==> config.mk <==
export PLATFORM = sky130hd
export DESIGN_NAME = instruction_sequencer
export DESIGN_NICKNAME = d
export VERILOG_FILES = /design/src/rtl/instruction_sequencer.sv
export SDC_FILE = /design/constraint.sdc
export NUM_CORES = 1
export LEC_CHECK = 0
export BUFFER_PORTS_ARGS = -buffer_cell sky130_fd_sc_hd__buf_2
export CORE_ASPECT_RATIO = 0.9
export CORE_MARGIN = 2
export CORE_UTILIZATION = 40
export CTS_CLUSTER_SIZE = 20
export DETAILED_ROUTE_END_ITERATION = 16
export PLACE_DENSITY = 0.66
export SYNTH_ARGS = -nofsm -noshare
export SYNTH_HDL_FRONTEND = slang
export SYNTH_SLANG_ARGS = --single-unit
==> constraint.sdc <==
create_clock -name clock -period 4.1 [get_ports clock]
set_clock_uncertainty 0.2 [all_clocks]
set_input_delay 0.615 -clock clock [delete_from_list [all_inputs] [get_ports clock]]
set_output_delay 0.615 -clock clock [all_outputs]
set_load 0.005 [all_outputs]
==> src/rtl/instruction_sequencer.sv <==
// Instruction sequencer: fetch / decode / execute / writeback control with PC
// and retired-instruction tracking.
//
// state      | meaning
// -----------+-----------------------------------------------------------
// FETCH_REQ  | present pc on imem_addr, wait for imem_req_ready
// FETCH_WAIT | wait for imem_rsp_valid, latch the instruction word
// DECODE     | single cycle opcode legality check
// EXECUTE    | exec_start on first cycle, wait for exec_done, pick next pc
// WRITEBACK  | rd strobe, commit next pc, bump instret
// HALT       | absorbing until reset; everything frozen
module instruction_sequencer #(
   parameter logic [31:0] RESET_VECTOR = 32'h0000_0000
) (
   input  logic        clock,
   input  logic        reset,
   output logic        imem_req_valid,
   input  logic        imem_req_ready,
   output logic [31:0] imem_addr,
   input  logic        imem_rsp_valid,
   input  logic [31:0] imem_rsp_data,
   output logic [31:0] instruction,
   input  logic [6:0]  opcode,
   output logic        exec_start,
   input  logic        exec_done,
   input  logic        branch_taken,
   input  logic [31:0] target_pc,
   output logic [31:0] pc,
   output logic        rd_write_enable,
   output logic        halted,
   output logic [31:0] instret
);

   localparam logic [6:0] OP_LUI    = 7'b0110111;
   localparam logic [6:0] OP_AUIPC  = 7'b0010111;
   localparam logic [6:0] OP_JAL    = 7'b1101111;
   localparam logic [6:0] OP_JALR   = 7'b1100111;
   localparam logic [6:0] OP_BRANCH = 7'b1100011;
   localparam logic [6:0] OP_LOAD   = 7'b0000011;
   localparam logic [6:0] OP_STORE  = 7'b0100011;
   localparam logic [6:0] OP_IMM    = 7'b0010011;
   localparam logic [6:0] OP_REG    = 7'b0110011;
   localparam logic [6:0] OP_FENCE  = 7'b0001111;
   localparam logic [6:0] OP_SYSTEM = 7'b1110011;

   typedef enum logic [2:0] {
      FETCH_REQ  = 3'd0,
      FETCH_WAIT = 3'd1,
      DECODE     = 3'd2,
      EXECUTE    = 3'd3,
      WRITEBACK  = 3'd4,
      HALT       = 3'd5
   } state_t;

   state_t      state;
   state_t      next_state;
   logic        op_legal;
   logic        op_no_rd;
   logic [31:0] sel_pc;
   logic [31:0] next_pc_q;

   // Opcode classification from the decoder's field.
   always_comb begin
      op_legal = 1'b0;
      op_no_rd = 1'b0;
      case (opcode)
         OP_LUI, OP_AUIPC, OP_JAL, OP_JALR, OP_LOAD, OP_IMM, OP_REG: op_legal = 1'b1;
         OP_BRANCH, OP_STORE, OP_FENCE, OP_SYSTEM: begin
            op_legal = 1'b1;
            op_no_rd = 1'b1;
         end
         default: op_legal = 1'b0;
      endcase
   end

   // Candidate next pc from the execute unit's live resolution.
   always_comb begin
      sel_pc = pc + 32'd4;
      if (opcode == OP_JAL)
         sel_pc = target_pc;
      else if (opcode == OP_JALR)
         sel_pc = {target_pc[31:1], 1'b0};
      else if ((opcode == OP_BRANCH) && branch_taken)
         sel_pc = target_pc;
   end

   // State register.
   always_ff @(posedge clock) begin
      if (reset)
         state <= FETCH_REQ;
      else
         state <= next_state;
   end

   // Next-state logic; a misaligned next pc halts before anything commits.
   always_comb begin
      next_state = state;
      case (state)
         FETCH_REQ:  if (imem_req_ready) next_state = FETCH_WAIT;
         FETCH_WAIT: if (imem_rsp_valid) next_state = DECODE;
         DECODE:     next_state = op_legal ? EXECUTE : HALT;
         EXECUTE:    if (exec_done) next_state = (sel_pc[1:0] != 2'b00) ? HALT : WRITEBACK;
         WRITEBACK:  next_state = FETCH_REQ;
         HALT:       next_state = HALT;
         default:    next_state = HALT;
      endcase
   end

   // Output decode from the current state.
   always_comb begin
      imem_req_valid  = (state == FETCH_REQ);
      halted          = (state == HALT);
      rd_write_enable = (state == WRITEBACK) && !op_no_rd;
   end

   assign imem_addr = pc;

   // Datapath registers: instruction latch, resolved pc, commit, start pulse.
   always_ff @(posedge clock) begin
      if (reset) begin
         pc          <= RESET_VECTOR;
         instruction <= 32'h0000_0013;
         instret     <= 32'd0;
         exec_start  <= 1'b0;
         next_pc_q   <= 32'd0;
      end else begin
         exec_start <= (state == DECODE) && op_legal;
         if ((state == FETCH_WAIT) && imem_rsp_valid)
            instruction <= imem_rsp_data;
         if ((state == EXECUTE) && exec_done)
            next_pc_q <= sel_pc;
         if (state == WRITEBACK) begin
            pc      <= next_pc_q;
            instret <= instret + 32'd1;
         end
      end
   end

endmodule
==> summary.txt, run 1 <==
status -> complete, no violations
simple-gate share of the synthesized area -> 0.270
WL/cell -> 14.8 um
Overflow after GRT -> 0
setup TNS -> 0 ns
CORE AREA -> 14,800 sq um
cell leakage power -> 3.27 nW
post-route ant nets -> 0
CTS Buffer Depth -> 2
RSZ-0062 raised after global routing -> false
Hold WS -> 0.210 ns
post-synthesis async set-or-reset flop share -> 0
post-synthesis compound-gate area fraction -> 0.150
Synth Area in XOR/XNOR -> 0.0715
maximum vdd ir drop -> 0.000322 V
Final period util -> 0.654
clk slew on worst S/H paths -> 0.06 ns
I/O Pins -> 209
pwr/cell area -> 405 nW/um^2
vias in the first global route -> 5,225
CP required -> 4.18 ns
Startpoint Class -> register
setup slack after layout -> 1.42 ns
area grow syn2layout -> 26.3%
Worst setup EP type -> register
final hold vios -> 0
Post-synth EDFFs -> 0
antenna violations before repair -> 2
Synth Area in Adders -> 0.00409
syn_area_per_cell -> 7.92 sq um
commonest non-fill, non-tap cells in the layout -> buf_2 (207), nand2_1 (175), dfxtp_1 (132)
placed cells -> 1,110
Initial Utilization -> 0.413
cells after synthesis -> 773
Final GP Congestion -> 0.798
commonest non-fill, non-tap cell in the layout -> buf_2
Routed WL -> 17,000 um
CTS Buf Count -> 17
Fillers -> 1,466
Max Cap Viol -> 0
die area -> 16,300 sq um
Buffers on Ports -> 208
nets -> 1,010
sequential area share after synthesis -> 0.432
crit path DAT -> 2.76 ns
final slew viol count -> 0
maximum clock frequency -> 373 MHz
Synth Cell Area -> 6120 sq um
clk_lat worst skew -> 0.42 ns
Finish-stage setup viols -> 0
Relative slew margins -> 0.267
# DRC -> 0
HPWL Detailed -> 11,300 um
largest family of logic cells by synthesized area -> simple AND/OR/NAND/NOR gates
FP Rows -> 42
mux cell area share after synthesis -> 0
Crit Path Class -> register to register
Finished Layout Cells -> 1,143
post-CTS setup buffers -> 0
number of synthesized register bits -> 132
initial drt markers -> 347
H-Tree Depth -> 4
DIE HEIGHT -> 121 um
Synth cell types -> 53
root buffer cell -> clkbuf_16
Hold Buf Count CTS -> 0
drt pass-1 iters -> 5
post-cts sizing count -> 0
worst slack, placed -> 1.31 ns
worst slew pin tran -> 1.10 ns
Total GRT Usage -> 0.206
Yosys warnings -> 0
Sink Count -> 132
vias -> 5,884
Mapped Nets -> 852
Die Wd -> 134 um
proportion of layout cells with a drive suffix above 1 -> 0.274
vias per cell -> 5.15
leading register cell type out of synthesis -> dfxtp_1
pin count of the biggest net entering global routing -> 68
Tmin final -> 2.68 ns
first-pass GRT wire length -> 26,700 um
Hold Crit Class -> input pin to register
TritonCTS clock tree -> yes
critical path peak fanout -> 8
## registers in the layout (all words and copies together) (netlist names)
| signal | count |
|---|---|
| instruction | 32 |
| exec_start | 1 |
| imem_addr | 32 |
| instret | 32 |
| next_pc_q | 32 |
| state | 3 |
## power breakdown
| part | internal (W) | switching (W) |
|---|---|---|
| clock network | 0.00113 | 0.000546 |
| registers | 0.00130 | 0.0000109 |
| logic | 0.0000597 | 0.0000856 |
| total | 0.00249 | 0.000642 |
## path summary, 6_finish.rpt
kind                                       start               to  slack, ns  depth (start not counted)
worst min-delay path            imem_rsp_data[1]   instruction[1]       0.21                          3
worst max register to register      imem_addr[2]    next_pc_q[30]       1.42                          6
worst min register to register   instruction[29]  instruction[29]       0.25                          2
worst max-delay path                imem_addr[2]    next_pc_q[30]       1.42                          6
## worst max-delay path, cell delays in order, from the launching register on
cell,delay (ns)
dfxtp_1,0.49
ha_1,0.35
inv_1,0.14
nor4_2,0.84
nand4_1,0.23
xor2_1,0.22
o22ai_1,0.08
## cells in the mapped netlist, types with 2 or more instances
cell / instances / share of area
nand4_1: 22 / 0.022
a211o_1: 2 / 0.0029
o31ai_1: 2 / 0.0025
and2_1: 3 / 0.0031
nand3_1: 26 / 0.021
nor3_1: 6 / 0.0049
clkbuf_1: 41 / 0.025
a311oi_1: 3 / 0.0043
buf_2: 2 / 0.0016
nand2b_1: 4 / 0.0041
a21oi_1: 97 / 0.079
or4_1: 2 / 0.0025
and4_1: 6 / 0.0086
buf_4: 32 / 0.039
nor3_2: 2 / 0.0033
nand2_1: 175 / 0.11
nand3b_1: 6 / 0.0074
dfxtp_1: 132 / 0.43
a31oi_1: 5 / 0.0051
or3_1: 9 / 0.0092
o211ai_1: 4 / 0.0049
and3_1: 17 / 0.017
ha_1: 2 / 0.0041
nor4_4: 3 / 0.010
a211oi_1: 2 / 0.0025
nor2_1: 50 / 0.031
a21o_1: 2 / 0.0025
xnor2_1: 13 / 0.019
o21a_1: 2 / 0.0025
xor2_1: 37 / 0.053
o21ai_0: 21 / 0.017
o22ai_1: 12 / 0.012
nor4_1: 3 / 0.0031
inv_1: 9 / 0.0055
## through the flow
| step | util | power, W | instance area, sq um |
|---|---|---|---|
| after floorplan | - | 0.00141 | 6120 |
| after global placement | 0.478 | 0.00148 | 7080 |
| after detailed placement | 0.478 | 0.00148 | 7080 |
| after CTS | 0.522 | 0.00316 | 7730 |
| after global routing | 0.522 | 0.00324 | 7730 |
| final | 0.522 | 0.00313 | 7730 |
## per-layer routing
| layer | global-route usage | vias up | wire [um] | share of wire |
|---|---|---|---|---|
| met4 | 0.0553 | 2 | 103 | 0.0061 |
| met2 | 0.328 | 198 | 7830 | 0.46 |
| met5 | 0 | - | 13 | 0.00077 |
| met3 | 0.0551 | 9 | 1030 | 0.061 |
| met1 | 0.276 | 2733 | 7980 | 0.47 |
| li1 | - | 2942 | - | - |
## area by class of cell
| class | count | area (sq um) | share of cell area |
|---|---|---|---|
| well taps | 198 | 248 | 0.0320 |
| flip-flops and latches | 132 | 2640 | 0.342 |
| clock inverters | 8 | 171 | 0.0222 |
| inverters | 9 | 33.8 | 0.00437 |
| clock buffers | 24 | 482 | 0.0623 |
| repair buffers | 215 | 1100 | 0.142 |
| diodes | 1 | 2.50 | 0.000324 |
| multi-input cells | 556 | 3060 | 0.396 |
## cell families after synthesis
family | after synthesis
AO/OA/AOI/OAI | 161
XOR/XNOR | 50
adder cells (fa/ha/maj) | 2
buffers and inverters | 85
flip-flops | 132
AND/OR/NAND/NOR | 343
Note: power is estimated with default switching activity, not from simulation.
==> inputs of run 2 (changes only) <==
--- a/config.mk
+++ b/config.mk
@@ -11,7 +11,7 @@
 export CORE_UTILIZATION = 40
 export CTS_CLUSTER_SIZE = 20
 export DETAILED_ROUTE_END_ITERATION = 16
-export PLACE_DENSITY = 0.66
+export PLACE_DENSITY = 0.69
 export SYNTH_ARGS = -nofsm -noshare
 export SYNTH_HDL_FRONTEND = slang
 export SYNTH_SLANG_ARGS = --single-unit
==> constraint.sdc (replaced) <==
create_clock -name clock -period 2.3 [get_ports clock]
set_clock_uncertainty 0.2 [all_clocks]
set_input_delay 0.345 -clock clock [delete_from_list [all_inputs] [get_ports clock]]
set_output_delay 0.345 -clock clock [all_outputs]
set_load 0.005 [all_outputs]
==> run 2 against run 1 <==
Critical path depth down 2. Total power up 84%. Final area rose by 8.7%. Flip-flop and latch count stayed put. Via count up 4.4%. Clock-buffer cell count fell by 4. Routed wire length rose by 5.8%. First-iteration DRC count fell by 13%. Register-to-register slack worse by 1.3 ns. Clock power rose by 87%. Critical endpoint is now rd_write_enable.
==> summary.txt, run 2 (synthesis gave the netlist of run 1 again) <==
status -> complete, no violations (unchanged)
Design Area, Final -> 8410 sq um (was 7730 sq um)
WL/cell -> 14.8 um (about the same)
crit path max-delay cell type -> or3b_4 (was nor4_2)
Routed WL -> 17,900 um (was 17,000 um)
pin count of the biggest net entering global routing -> 49 (was 68)
setup TNS -> 0 ns (unchanged)
Placed Area -> 7350 sq um (was 7080 sq um)
HPWL Detailed -> 12,000 um (was 11,300 um)
r2r startpoint -> state[1] (was imem_addr[2])
vias per cell -> 5.06 (was 5.15)
sequential power share -> 0.404 (was 0.419)
CTS Buf Count -> 17 (unchanged)
drt pass-1 iters -> 5 (unchanged)
worst slew pin tran -> 0.577 ns (was 1.10 ns)
delay-heaviest family, CP -> simple AND/OR/NAND/NOR gates (unchanged)
maximum vdd ir drop -> 0.000534 V (was 0.000322 V)
area grow syn2layout -> 37.3% (was 26.3%)
CORE AREA -> 14,800 sq um (unchanged)
flop2flop setup slack -> 0.16 ns (was 1.42 ns)
critical path peak fanout -> 8 (unchanged)
Initial Utilization -> 0.413 (unchanged)
commonest non-fill, non-tap cells in the layout -> buf_2 (207), nand2_1 (175), dfxtp_1 (132) (unchanged)
Final period util -> 0.953
root buffer cell -> clkbuf_16 (unchanged)
Die Wd -> 134 um (unchanged)
antenna violations before repair -> 3 (was 2)
Crit Path Class -> register to output port (was register to register)
Overflow after GRT -> 0 (unchanged)
Crit path largest cell delay -> 0.47 ns (was 0.84 ns)
pwr/cell area -> 687 nW/um^2 (was 405 nW/um^2)
nets -> 1,079 (was 1,010)
CTS Buffer Depth -> 2 (unchanged)
clk_lat worst skew -> 0.41 ns (was 0.42 ns)
CP Buf/Inv Count -> 2 (was 1)
reg2reg end -> instret[31] (was next_pc_q[30])
multi-input logic area -> 3060 sq um (about the same)
FP Rows -> 42 (unchanged)
CP required -> 1.75 ns (was 4.18 ns)
TritonCTS clock tree -> yes (unchanged)
Max Cap Viol -> 0 (unchanged)
cell leakage power -> 3.60 nW (was 3.27 nW)
worst slack, placed -> 0.119 ns (was 1.31 ns)
proportion of layout cells with a drive suffix above 1 -> 0.292 (was 0.274)
post-route ant nets -> 0 (unchanged)
crit path DAT -> 1.65 ns (was 2.76 ns)
Final GP Congestion -> 0.797 (was 0.798)
hold path depth -> 3 (unchanged)
RSZ-0062 raised after global routing -> false (unchanged)
initial drt markers -> 303 (was 347)
Hold WS -> 0.0172 ns (was 0.210 ns)
H-Tree Depth -> 4 (unchanged)
Int Pwr -> 0.00457 W (was 0.00249 W)
R2R depth -> 4 (was 6)
Worst setup EP type -> output port (was register)
Fillers -> 1,379 (was 1,466)
Hold Crit Class -> input pin to register (unchanged)
clk slew on worst S/H paths -> 0.06 ns (about the same)
hold path startpoint -> target_pc[11] (was imem_rsp_data[1])
I/O Pins -> 209 (unchanged)
critical-path cell list -> or3b_4 > buf_4 > a31oi_1 > buf_2 (was ha_1 > inv_1 > nor4_2 > nand4_1 > xor2_1 > o22ai_1)
vias in the first global route -> 5,534 (was 5,225)
maximum clock frequency -> 456 MHz
die area -> 16,300 sq um (unchanged)
combinational power share -> 0.056 (was 0.046)
Buffers on Ports -> 208 (unchanged)
Tmin final -> 2.19 ns
Clk pwr share -> 0.540 (was 0.535)
vias -> 6,141 (was 5,884)
Finish-stage setup viols -> 0 (unchanged)
final hold vios -> 0 (unchanged)
Startpoint Class -> register (unchanged)
Total GRT Usage -> 0.215 (was 0.206)
WHS Endpoint -> next_pc_q[11] (was instruction[1])
Psw -> 0.00121 W (was 0.000642 W)
setup slack after layout -> 0.108 ns (was 1.42 ns)
Sink Count -> 132 (unchanged)
DIE HEIGHT -> 121 um (unchanged)
Relative slew margins -> 0.612 (was 0.267)
post-CTS setup buffers -> 0 (unchanged)
first-pass GRT wire length -> 27,800 um (was 26,700 um)
# DRC -> 0 (unchanged)
sw frac -> 0.209 (was 0.205)
final slew viol count -> 0 (unchanged)
sequential cell area -> 2640 sq um (unchanged)
commonest non-fill, non-tap cell in the layout -> buf_2 (unchanged)
[run 2: power by group through the flow]
stage | Sequential, W | Combinational [W] | Clock (W)
final | 0.00233 | 0.000322 | 0.00312
after global routing | 0.00233 | 0.000353 | 0.00328
after CTS | 0.00233 | 0.000320 | 0.00317
after detailed placement | 0.00238 | 0.000272 | 0
after global placement | 0.00238 | 0.000271 | 0
after floorplan | 0.00239 | 0.000122 | 0
[run 2: how the worst max path moves through the flow]
stage / start / endpoint / slack [ns] / cells past startpoint
after floorplan: state[2] / instret[31] / 0.17 / 5
after global placement: state[1] / instret[31] / 0.15 / 4
after detailed placement: state[1] / instret[31] / 0.12 / 4
after CTS: state[1] / instret[31] / 0.08 / 4
after global routing: instret[8] / instret[31] / 0.003 / 5
final: state[1] / rd_write_enable / 0.11 / 4
[run 2: what timing repair did]
item	4_1_cts	5_1_grt
resized for setup	0	1
hold buffers	36	0
endpoints found under the setup margin	0	1
endpoints found under the hold margin	36	0
[run 2: tightest hold or removal path: cells and delay by family]
| family | cells | cell delay [ns] |
|---|---|---|
| compound gates | 2 | 0.18 |
| buf+inv | 1 | 0.07 |
[run 2: layer usage]
layer / share of wire / up-vias / GRT usage
li1: - / 3079 / -
met1: 0.44 / 2837 / 0.269
met2: 0.47 / 201 / 0.357
met3: 0.067 / 24 / 0.0606
met4: 0.019 / 0 / 0.0724
met5: 0 / - / 0
[run 2: area by class of cell]
type | count | area share
Multi-Input combinational cell | 556 | 0.364
Inverter | 9 | 0.00402
Clock inverter | 12 | 0.0268
Timing Repair Buffer | 284 | 0.206
Tap cell | 198 | 0.0295
Antenna cell | 3 | 0.000893
Sequential cell | 132 | 0.314
Clock buffer | 20 | 0.0543
[run 2: through the flow]
| step | std cells | total power, W | utilization |
|---|---|---|---|
| after CTS | 1211 | 0.00583 | 0.566 |
| after global placement | 1143 | 0.00265 | 0.496 |
| after floorplan | 773 | 0.00251 | - |
| after global routing | 1212 | 0.00597 | 0.567 |
| final | 1214 | 0.00577 | 0.567 |
| after detailed placement | 1143 | 0.00265 | 0.496 |
